[src/rtl/fastram_cycle_ctrl.sv]
// Fast RAM cycle controller: arbitrates the SRAM between the 68K bus and the aux
// (Pi-side DMA) port and produces registered SRAM strobes, mux select and DTACK.
module fastram_cycle_ctrl #(
  parameter int WAIT_CYCLES = 2
) (
  input  logic       CLK,
  input  logic       _RST,
  input  logic       _AS,
  input  logic       _UDS,
  input  logic       _LDS,
  input  logic       RW,
  input  logic       ramce,
  input  logic       aux_req,
  input  logic       aux_rw,
  input  logic [1:0] aux_be,
  output logic       aux_ack,
  output logic       ram_sel,
  output logic       ram_ce_n,
  output logic       ram_oe_n,
  output logic [1:0] ram_we_n,
  output logic       dtack
);

  localparam logic [2:0] S_IDLE     = 3'd0;
  localparam logic [2:0] S_M_ACCESS = 3'd1;
  localparam logic [2:0] S_M_HOLD   = 3'd2;
  localparam logic [2:0] S_A_ACCESS = 3'd3;
  localparam logic [2:0] S_A_DONE   = 3'd4;

  localparam logic [2:0] W_LOAD = 3'(WAIT_CYCLES);

  logic       r_as_meta, r_as_s;
  logic       r_uds_meta, r_uds_s;
  logic       r_lds_meta, r_lds_s;

  logic [2:0] r_state, w_state_nx;
  logic [2:0] r_cnt, w_cnt_nx;
  logic       r_last_aux, w_last_aux_nx;
  logic       r_m_rw, w_m_rw_nx;
  logic       r_wr_armed, w_wr_armed_nx;

  logic       r_aux_ack, w_aux_ack_nx;
  logic       r_ram_sel, w_ram_sel_nx;
  logic       r_ce_n, w_ce_n_nx;
  logic       r_oe_n, w_oe_n_nx;
  logic [1:0] r_we_n, w_we_n_nx;
  logic       r_dtack, w_dtack_nx;

  logic       w_m_req;
  logic       w_grant_m;

  // Bus strobes are asynchronous to CLK; idle (high) is the reset value.
  always_ff @(posedge CLK or negedge _RST) begin
    if (!_RST) begin
      r_as_meta  <= 1'b1;
      r_as_s     <= 1'b1;
      r_uds_meta <= 1'b1;
      r_uds_s    <= 1'b1;
      r_lds_meta <= 1'b1;
      r_lds_s    <= 1'b1;
    end else begin
      r_as_meta  <= _AS;
      r_as_s     <= r_as_meta;
      r_uds_meta <= _UDS;
      r_uds_s    <= r_uds_meta;
      r_lds_meta <= _LDS;
      r_lds_s    <= r_lds_meta;
    end
  end

  assign w_m_req   = !r_as_s && ramce;
  // Round-robin: the 68K wins a tie only when the aux port had the last grant.
  assign w_grant_m = w_m_req && (!aux_req || r_last_aux);

  always_comb begin
    w_state_nx    = r_state;
    w_cnt_nx      = r_cnt;
    w_last_aux_nx = r_last_aux;
    w_m_rw_nx     = r_m_rw;
    w_wr_armed_nx = r_wr_armed;
    w_aux_ack_nx  = 1'b0;
    w_ram_sel_nx  = r_ram_sel;
    w_ce_n_nx     = 1'b1;
    w_oe_n_nx     = 1'b1;
    w_we_n_nx     = 2'b11;
    w_dtack_nx    = 1'b0;

    case (r_state)
      S_IDLE: begin
        if (w_grant_m) begin
          w_state_nx    = S_M_ACCESS;
          w_cnt_nx      = W_LOAD;
          w_last_aux_nx = 1'b0;
          w_m_rw_nx     = RW;
          w_wr_armed_nx = 1'b0;
          w_ram_sel_nx  = 1'b0;
          w_ce_n_nx     = 1'b0;
          w_oe_n_nx     = !RW;
        end else if (aux_req) begin
          w_state_nx    = S_A_ACCESS;
          w_cnt_nx      = W_LOAD;
          w_last_aux_nx = 1'b1;
          w_ram_sel_nx  = 1'b1;
          w_ce_n_nx     = 1'b0;
          w_oe_n_nx     = !aux_rw;
          w_we_n_nx     = aux_rw ? 2'b11 : ~aux_be;
        end
      end

      S_M_ACCESS: begin
        if (r_as_s) begin
          // Aborted bus cycle: drop everything, never acknowledge.
          w_state_nx    = S_IDLE;
          w_cnt_nx      = 3'd0;
          w_wr_armed_nx = 1'b0;
        end else begin
          w_ce_n_nx = 1'b0;
          w_oe_n_nx = !r_m_rw;
          if (r_m_rw || r_wr_armed) begin
            if (r_cnt <= 3'd1) begin
              w_state_nx    = S_M_HOLD;
              w_cnt_nx      = 3'd0;
              w_dtack_nx    = 1'b1;
              w_wr_armed_nx = 1'b0;
            end else begin
              w_cnt_nx  = r_cnt - 3'd1;
              w_we_n_nx = r_m_rw ? 2'b11 : {r_uds_s, r_lds_s};
            end
          end else if (!r_uds_s || !r_lds_s) begin
            // First data strobe opens the write window; counting starts next CLK.
            w_wr_armed_nx = 1'b1;
            w_we_n_nx     = {r_uds_s, r_lds_s};
          end
        end
      end

      S_M_HOLD: begin
        if (r_as_s) begin
          w_state_nx = S_IDLE;
        end else begin
          w_ce_n_nx  = 1'b0;
          w_oe_n_nx  = !r_m_rw;
          w_dtack_nx = 1'b1;
        end
      end

      S_A_ACCESS: begin
        if (r_cnt <= 3'd1) begin
          w_state_nx   = S_A_DONE;
          w_cnt_nx     = 3'd0;
          w_aux_ack_nx = 1'b1;
        end else begin
          w_cnt_nx  = r_cnt - 3'd1;
          w_ce_n_nx = 1'b0;
          w_oe_n_nx = !aux_rw;
          w_we_n_nx = aux_rw ? 2'b11 : ~aux_be;
        end
      end

      S_A_DONE: begin
        w_state_nx   = S_IDLE;
        w_ram_sel_nx = 1'b0;
      end

      default: begin
        w_state_nx   = S_IDLE;
        w_cnt_nx     = 3'd0;
        w_ram_sel_nx = 1'b0;
      end
    endcase
  end

  always_ff @(posedge CLK or negedge _RST) begin
    if (!_RST) begin
      r_state    <= S_IDLE;
      r_cnt      <= 3'd0;
      r_last_aux <= 1'b1;
      r_m_rw     <= 1'b1;
      r_wr_armed <= 1'b0;
      r_aux_ack  <= 1'b0;
      r_ram_sel  <= 1'b0;
      r_ce_n     <= 1'b1;
      r_oe_n     <= 1'b1;
      r_we_n     <= 2'b11;
      r_dtack    <= 1'b0;
    end else begin
      r_state    <= w_state_nx;
      r_cnt      <= w_cnt_nx;
      r_last_aux <= w_last_aux_nx;
      r_m_rw     <= w_m_rw_nx;
      r_wr_armed <= w_wr_armed_nx;
      r_aux_ack  <= w_aux_ack_nx;
      r_ram_sel  <= w_ram_sel_nx;
      r_ce_n     <= w_ce_n_nx;
      r_oe_n     <= w_oe_n_nx;
      r_we_n     <= w_we_n_nx;
      r_dtack    <= w_dtack_nx;
    end
  end

  assign aux_ack  = r_aux_ack;
  assign ram_sel  = r_ram_sel;
  assign ram_ce_n = r_ce_n;
  assign ram_oe_n = r_oe_n;
  assign ram_we_n = r_we_n;
  assign dtack    = r_dtack;

endmodule

[config.mk]
export PLATFORM = sky130hd
export DESIGN_NAME = fastram_cycle_ctrl
export DESIGN_NICKNAME = d
export VERILOG_FILES = /design/src/rtl/fastram_cycle_ctrl.sv
export SDC_FILE = /design/constraint.sdc
export NUM_CORES = 1
export LEC_CHECK = 0
export CORE_MARGIN = 8
export CORE_UTILIZATION = 52
export CTS_CLUSTER_SIZE = 28
export DETAILED_ROUTE_END_ITERATION = 12
export GPL_TIMING_DRIVEN = 0
export PLACE_DENSITY = 0.77
export SYNTH_ARGS = -nofsm -noshare
export SYNTH_HDL_FRONTEND = slang
export SYNTH_SLANG_ARGS = --single-unit
[constraint.sdc]
create_clock -name CLK -period 1.95 [get_ports CLK]
set_input_delay 0.39 -clock CLK [delete_from_list [all_inputs] [get_ports CLK]]
set_output_delay 0.39 -clock CLK [all_outputs]
set_load 0.05 [all_outputs]
# Word-level counts from Yosys, hierarchy flattened
# Cells that the tools add are included.
classes:
  addsub: 1
  n_mul: 0
  div: 0
  n_lt_le_gt_ge: 1
  eq_ne: 12
  shift: 0
  mux: 48
  n_bitwise: 3
  reduce_logical: 24
ops:
  columns: ["operator", "n"]
  rows:
  - ["2-to-1 mux 3 bit", 12]
  - ["one-hot mux 3 bit (4 select lines)", 2]
  - ["2-to-1 mux 1 bit", 19]
  - ["2-to-1 mux 2 bit", 9]
  - ["!= test 3 bit, second input constant", 3]
  - ["!= test 4 bit, second input constant", 2]
  - ["zero test 1 bit", 7]
  - ["== test 3 x 2 -> 1 bit, second input constant", 2]
  - ["!= test 2 bit, second input constant", 3]
  - ["one-hot mux 1 bit (2 select lines)", 3]
  - ["one-hot mux 1 bit (3 select lines)", 2]
  - ["one-hot mux 2 bit (3 select lines)", 1]
  - ["AND reduction 2 bit", 3]
  - ["AND reduction 5 bit", 1]
  - ["AND reduction 4 bit", 1]
  - ["nonzero test 2 bit", 2]
  - ["OR reduction 2 bit", 2]
  - ["== test 3 x 1 -> 1 bit, second input constant", 1]
  - ["== test 3 bit, second input constant", 1]
  - ["<= comparator 3 x 1 -> 1 bit, second input constant", 1]
  - ["zero test 3 bit", 1]
  - ["logical OR 1 bit", 3]
  - ["AND reduction 3 bit", 1]
  - ["OR reduction 3 bit", 1]
  - ["4 further kinds", 6]
word_totals:
  regBits: 22
  latch_bits: 0
  ramBits: 0
  rom_bits: 0
  input_bits: 11
  output_inout_bits: 7
  wordCells: 106
  n_memories: 0

# Longest topological paths before layout
# Gate-level depths: netlist of the first run.
logic_depth:
  depth_word: 6
  mapped_depth: 6
  depth_no_buf: 6

# Worst setup path after synthesis of the first run
# Ideal clock, no wire load.
synth_timing:
  path_type: "flip-flop to flip-flop"
  start: "register r_cnt[0]"
  end: "register r_state[1]"
  setup_ps: 120
  arrival_ps: 1328
  required_time_ps: 1830
  setup_slack_ps: 503
  path_stages_with_launch: 6
  path_buffers: 0
  synth_period_minus_slack_ps: 1447
  cell_sequence: "dfrtp_1 ha_1 o21ba_2 o221ai_2 nor2b_1 a31o_1"
synth_between:
  elab_chain_len: 3
  elab_cells_between_ends: 4
  cone_classes: "order compare (1); eq/ne (2); reduce/logical (1)"
synth_rtl:
  columns: ["item", "line", "source"]
  rows:
  - ["start: declaration", "37", "logic [2:0] r_cnt, w_cnt_nx;"]
  - ["start signal: assignment", "188", "r_cnt <= w_cnt_nx;"]
  - ["<= comparator 3 x 1 -> 1 bit (*)", "120, 148", null]
  - ["!= test 3 bit (no source line) / != test 2 bit (equally long branches)", null, null]
  - ["AND reduction 5 bit (no source line) (*)", null, null]
  - ["end signal: assignment", "187", "r_state <= w_state_nx;"]
  - ["end: declaration", "36", "logic [2:0] r_state, w_state_nx;"]
# Mark *: on every way between the ends. The rest lies on a longest branch, timed or not.
# A chain may end at the register's enable or synchronous reset.

# Worst setup path in the final report of the first run
layout_timing:
  start: "register r_ram_sel, in the netlist ram_sel"
  end: "output port ram_sel"
layout_lines:
  columns: ["item", "line", "source"]
  rows:
  - ["start: declaration", "43", "logic r_ram_sel, w_ram_sel_nx;"]
  - ["start signal: assignment", "193", "r_ram_sel <= w_ram_sel_nx;"]
  - ["end: declaration", "17", "output logic ram_sel,"]
# No word-level cell between the ends.

==> impl_metrics.yaml, run 1 <==
run_status:
  status: "finished, final reports clean"
pwr:
  intPower_mw: 1.347
  seqPwrFrac_pct: 32.1
  power.leakage_nw: 0.6043
  swShare_pct: 44.06
  power_density_nw_per_um2: 1692
  pwr-share-comb_pct: 55.6
  clkPwrFrac_pct: 12.3
  power_switching_mw: 1.061
  ir_worst_vdd_mv: 1.040
floorplanning:
  pin_count: 18
  initial_core_util_pct: 54.21
  fp-row-count: 17
  die_h_um: 63.56
  die_x_um: 63.56
  dieArea_sq_um: 4040
  coreArea_sq_um: 2170
grt:
  grt_pass1_wl_mm: 4.533
  grt_usage_pct: 14.08
  use_met3_pct: 4.770
  busiest_layer: "met2"
  grtUsageMet2_pct: 22.94
  grt_max_degree: 23
  gr-total-overflow: 0
  met1_usage_pct: 14.55
  antenna_found_initial: 0
  grt_pass1_vias: 994
setup_path:
  critPathLaunchType: "flop"
  path_cells: "clkdlybuf4s50_1"
  endpoint_kind: "output port"
  r2r_setup_slack_ns: 0.33
  path_delay_family: "buffers and inverters"
  cp_slowest_stage_delay_ns: 0.81
  worstSetupPathType: "flop to output port"
  cp.arrival_ns: 1.49
  cp_data_required_time_ns: 1.56
  crit_buf_inv: 1
  critPathSlowestCell: "clkdlybuf4s50_1"
  worst-path-max-fanout: 2
job:
  maxCapViolCount: 0
placed_design:
  portBuffers: 17
  hpwl_mm: 1.982
  dp_cells: 154
  dp_slack_ns: 0.1239
  gp_congestion: 0.8971
detailed_routing:
  wirelength_mm: 2.665
  post_drt_via_cell_ratio: 6.032
  first_pass_iters: 4
  wl_per_cell_um: 16.87
  drc: 0
  vias: 953
  drt_iter0_drc: 39
  ant_nets: 0
sta:
  slew_viol_final: 0
  worstMarginPinSlew_ns: 0.9452
  max_freq_ghz: 0.5327
  skew_ns: 0.004899
  fin_crit_ns: 1.877
  hold_ws_ns: 0.3660
  hold_viol: 0
  maxSlewHeadroom_pct: 36.79
  setup_tns_ns: 0
  setup_viol: 0
  min_period_over_period_pct: 96.27
  fin_ws_ns: 0.07269
  rsz0062_at_grt: "false"
clock_tree:
  cts_buffers: 3
  cts_tree: "built"
  cts_root_buffer: "clkbuf_4"
  clkLatencyLatePin_ns: 0.31
  clk_pin_slew_ns: 0.12
  cts-htree-levels: 1
  clock_path_buffers: 2
  hold_buffers: 0
  cts_sinks: 22
  cts_setup_buffers: 0
layout:
  fin_cells: 158
  finalNetCount: 144
  antenna_cells: 0
  synthToLayoutAreaGrowth_pct: 21.06
  fillers: 176
  drive_gt1_share_pct: 23.85
synthesis:
  synth_warnings: 0
  synth_edf_count: 0
  syn_area_sq_um: 1176
  synth_top_area_share_pct: 26.81
  syn-mean-instance-area_sq_um: 10.79
  synth.ff_latch_count: 22
  ys_types: 43
  yosysTopAreaCell: "dfstp_2"
  yosysSeqAreaShare_pct: 48.09
  syn_nets: 122
  netlist_top_cells_area: "dfstp_2, dfrtp_1, a211oi_1"
  async_reset_ff_share_pct: 100.0
  syn_inst: 109
  synth_top_flop_cell: "dfstp_2"
worst_hold_path:
  hp-class: "flop to flop"
-- through the flow --
step                      total power, mW  utilization, %  instance area (sq um)
after floorplan                     1.781               -                   1176
after global placement              2.089           63.67                   1381
after detailed placement            2.138           63.67                   1381
after CTS                           2.420           65.63                   1424
after global routing                2.562           65.63                   1424
final                               2.409           65.63                   1424
-- worst reg2reg max path: stages, from the launching register on --
cell and delay (ns):
dfrtp_1 0.45, ha_1 0.21, o21ba_2 0.27, a211oi_1 0.07
o22ai_1 0.19, or3b_1 0.38
-- layer usage --
| layer | vias up | wire, um |
|---|---|---|
| met4 | 0 | 76 |
| li1 | 442 | - |
| met2 | 36 | 1295 |
| met5 | - | 0 |
| met1 | 469 | 1093 |
| met3 | 6 | 200 |
-- repair_timing --
item / 4_1_cts / 5_1_grt
setup endpoints to repair: 4 / 0
endpoints found under the hold margin: 0 / 0
resized for setup: 4 / 0
-- kinds of logic after synthesis --
kind of cell / Yosys count / share of synthesized area (%)
AO/OA/AOI/OAI: 36 / 22.66
multiplexers: 2 / 2.234
buffers and inverters: 12 / 5.639
AND/OR/NAND/NOR: 35 / 19.26
flip-flops: 22 / 48.08
adder cells (fa/ha/maj): 2 / 2.127
-- cells in the mapped netlist (2+ instances only) --
master and count:
buf_2 2, nor2b_1 3, inv_1 7, nand3b_1 2
a21oi_1 4, o31ai_1 2, a211oi_1 5, or3b_1 2
ha_1 2, dfstp_2 12, buf_6 2, a2bb2oi_1 2
and3_1 4, o22ai_1 5, nand2_1 7, dfrtp_1 10
nor2_1 7, a211o_1 2, o21ai_0 5
-- power groups by stage --
stage	registers [mW]	logic (mW)	clock network [mW]
2_1_floorplan	0.975	0.806	0
3_3_place_gp	0.771	1.32	0
3_5_place_dp	0.781	1.36	0
4_1_cts	0.773	1.34	0.309
5_1_grt	0.792	1.44	0.327
6_report	0.774	1.34	0.296
-- final cells by class --
class | count | area (sq um) | share of cell area (%)
Tap cell | 28 | 35.03 | 2.460
Buffer | 5 | 40.04 | 2.812
Timing Repair Buffer | 17 | 165.2 | 11.60
Sequential cell | 22 | 565.5 | 39.72
Clock buffer | 4 | 47.55 | 3.339
Multi-Input combinational cell | 75 | 544.3 | 38.22
Inverter | 7 | 26.28 | 1.845
-- layout by cell type, fill, tap and decap left out, types with 3 or more instances in the layout --
| cell | n |
|---|---|
| a211oi_1 | 5 |
| a21oi_1 | 4 |
| and3_1 | 4 |
| clkbuf_4 | 3 |
| clkdlybuf4s50_1 | 13 |
| dfrtp_1 | 10 |
| dfstp_2 | 12 |
| dlygate4sd2_1 | 4 |
| inv_1 | 7 |
| nand2_1 | 7 |
| nor2_1 | 7 |
| nor2b_1 | 3 |
| o21ai_0 | 5 |
| o22ai_1 | 5 |
-- path summary, 6_finish.rpt --
path	startpoint	end	cells after the start
worst min-delay path	r_lds_meta	r_lds_s	0
worst max register to register	r_cnt[0]	ram_we_n[0]	5
min in group asynchronous	_RST	r_wr_armed	1
worst min register to register	r_lds_meta	r_lds_s	0
worst max-delay path	ram_sel	ram_sel	1
max in group asynchronous	_RST	aux_ack	1
Note: power is estimated with default switching activity, not from simulation.
==> run 2: changes to the inputs <==
- GPL_TIMING_DRIVEN: 0 -> unset
==> run 2 against run 1 <==
Against the previous run:
- non-clock buffer count down 1
- clock power down 15%
- register-to-register slack worse by 0.06 ns
- design area down 1.8%
- maximum frequency up 0.47%
- final cell count down 0.63%
- largest cell class unchanged
- highest routed layer unchanged
==> impl_metrics.yaml, run 2 (synthesis results as in run 1) <==
sta:
  setup_tns_ns: 0
  skew_ns: 0.003870
  hold_ws_ns: 0.3654
  max_freq_ghz: 0.5352
  slew_viol_final: 0
  maxSlewHeadroom_pct: 66.73
  setup_viol: 0
  hold_viol: 0
  worstMarginPinSlew_ns: 0.4976
  min_period_over_period_pct: 95.82
  rsz0062_at_grt: "false"
  fin_crit_ns: 1.868
placed_design:
  portBuffers: 17
  hpwl_mm: 1.938
  gp_congestion: 0.8428
floorplanning:
  fp-row-count: 17
  die_x_um: 63.56
  pin_count: 18
  coreArea_sq_um: 2170
  dieArea_sq_um: 4040
  initial_core_util_pct: 54.21
  die_h_um: 63.56
layout:
  final_core_utilization_pct: 64.42
  synthToLayoutAreaGrowth_pct: 18.83
  final_common_cell: "clkdlybuf4s50_1"
  finalNetCount: 143
  fillers: 190
  final_cell_mix: "clkdlybuf4s50_1, dfstp_2, dfrtp_1"
  antenna_cells: 0
  drive_gt1_share_pct: 26.36
detailed_routing:
  wl_per_cell_um: 16.50
  first_pass_iters: 4
  drt_iter0_drc: 34
  ant_nets: 0
  drc: 0
  vias: 950
  wirelength_mm: 2.590
  post_drt_via_cell_ratio: 6.051
grt:
  grt_usage_pct: 13.81
  grt_pass1_wl_mm: 4.478
  antenna_found_initial: 0
  gr-total-overflow: 0
  grt_pass1_vias: 978
  grt_max_degree: 23
worst_hold_path:
  hp-class: "flop to flop"
clock_tree:
  cts_root_buffer: "clkbuf_4"
  cts-htree-levels: 1
  clk_pin_slew_ns: 0.11
  hold_buffers: 0
  clock_path_buffers: 2
  cts_tree: "built"
  cts_sinks: 22
  cts_setup_buffers: 0
  cts_buffers: 3
  clkLatencyLatePin_ns: 0.31
  cts_resized: 0
pwr:
  power_switching_mw: 1.048
  swShare_pct: 44.79
  clkPwrFrac_pct: 10.7
  power.leakage_nw: 0.5944
  pwr-share-comb_pct: 56.4
  power_density_nw_per_um2: 1675
  seqPwrFrac_pct: 32.9
  ir_worst_vdd_mv: 1.106
  intPower_mw: 1.292
setup_path:
  path_cells: "clkdlybuf4s50_1"
  worstSetupPathType: "flop to output port"
  path_delay_family: "buffers and inverters"
  cp.arrival_ns: 1.48
  crit_buf_inv: 1
  critPathSlowestCell: "clkdlybuf4s50_1"
  cp_data_required_time_ns: 1.56
  critPathLaunchType: "flop"
  cp_slowest_stage_delay_ns: 0.80
  worst-path-max-fanout: 2
  endpoint_kind: "output port"
job:
  maxCapViolCount: 0
run_status:
  status: "finished, final reports clean"
-- run 2: changes by cell type in the layout (fill, tap and decap cells not counted) --
cell and change:
buf_4 +7, dlygate4sd2_1 -4, buf_2 -2, buf_6 -2, clkbuf_16 -1, clkbuf_8 +1
-- run 2: layer usage --
metal / track usage (%) / routed length, um / up-vias
met3: 4.064 / 198 / 6
met1: 15.64 / 1042 / 472
met5: 0 / 0 / -
met2: 22.56 / 1281 / 37
met4: 7.799 / 67 / 0
li1: - / - / 435
-- run 2: power groups by stage --
stage | clock network, mW | logic (mW) | registers (mW)
floorplan | 0 | 0.806 | 0.975
global placement | 0 | 1.27 | 0.769
detailed placement | 0 | 1.32 | 0.778
CTS | 0.256 | 1.32 | 0.771
global route | 0.274 | 1.44 | 0.791
finish | 0.251 | 1.32 | 0.770
-- run 2: path summary, 6_finish.rpt --
| path | from | end | slack, ns | depth (start not counted) |
|---|---|---|---|---|
| worst max register to register | r_cnt[0] | ram_we_n[1] | 0.27 | 5 |
| worst min-delay path | r_uds_meta | r_uds_s | 0.37 | 0 |
| min in group asynchronous | _RST | r_state[0] | 0.40 | 2 |
| worst min register to register | r_uds_meta | r_uds_s | 0.37 | 0 |
| max in group asynchronous | _RST | r_as_meta | 1.27 | 2 |
| worst max-delay path | ram_sel | ram_sel | 0.08 | 1 |
-- run 2: layout make-up --
| class | count | area, sq um | area share (%) |
|---|---|---|---|
| clock buffers | 4 | 36.28 | 2.596 |
| flip-flops and latches | 22 | 565.5 | 40.47 |
| well taps | 28 | 35.03 | 2.507 |
| multi-input cells | 75 | 544.3 | 38.94 |
| repair buffers | 21 | 190.2 | 13.61 |
| inverters | 7 | 26.28 | 1.880 |
-- run 2: metrics by stage --
| step | setup WS (ns) | total power [mW] | std cells | instance area [sq um] |
|---|---|---|---|---|
| after floorplan | 0.5027 | 1.781 | 109 | 1176 |
| after global placement | 0.1975 | 2.043 | 153 | 1361 |
| after detailed placement | 0.1146 | 2.094 | 153 | 1361 |
| after CTS | 0.06348 | 2.348 | 157 | 1398 |
| after global routing | 0.01523 | 2.509 | 157 | 1398 |
| final | 0.08155 | 2.341 | 157 | 1398 |
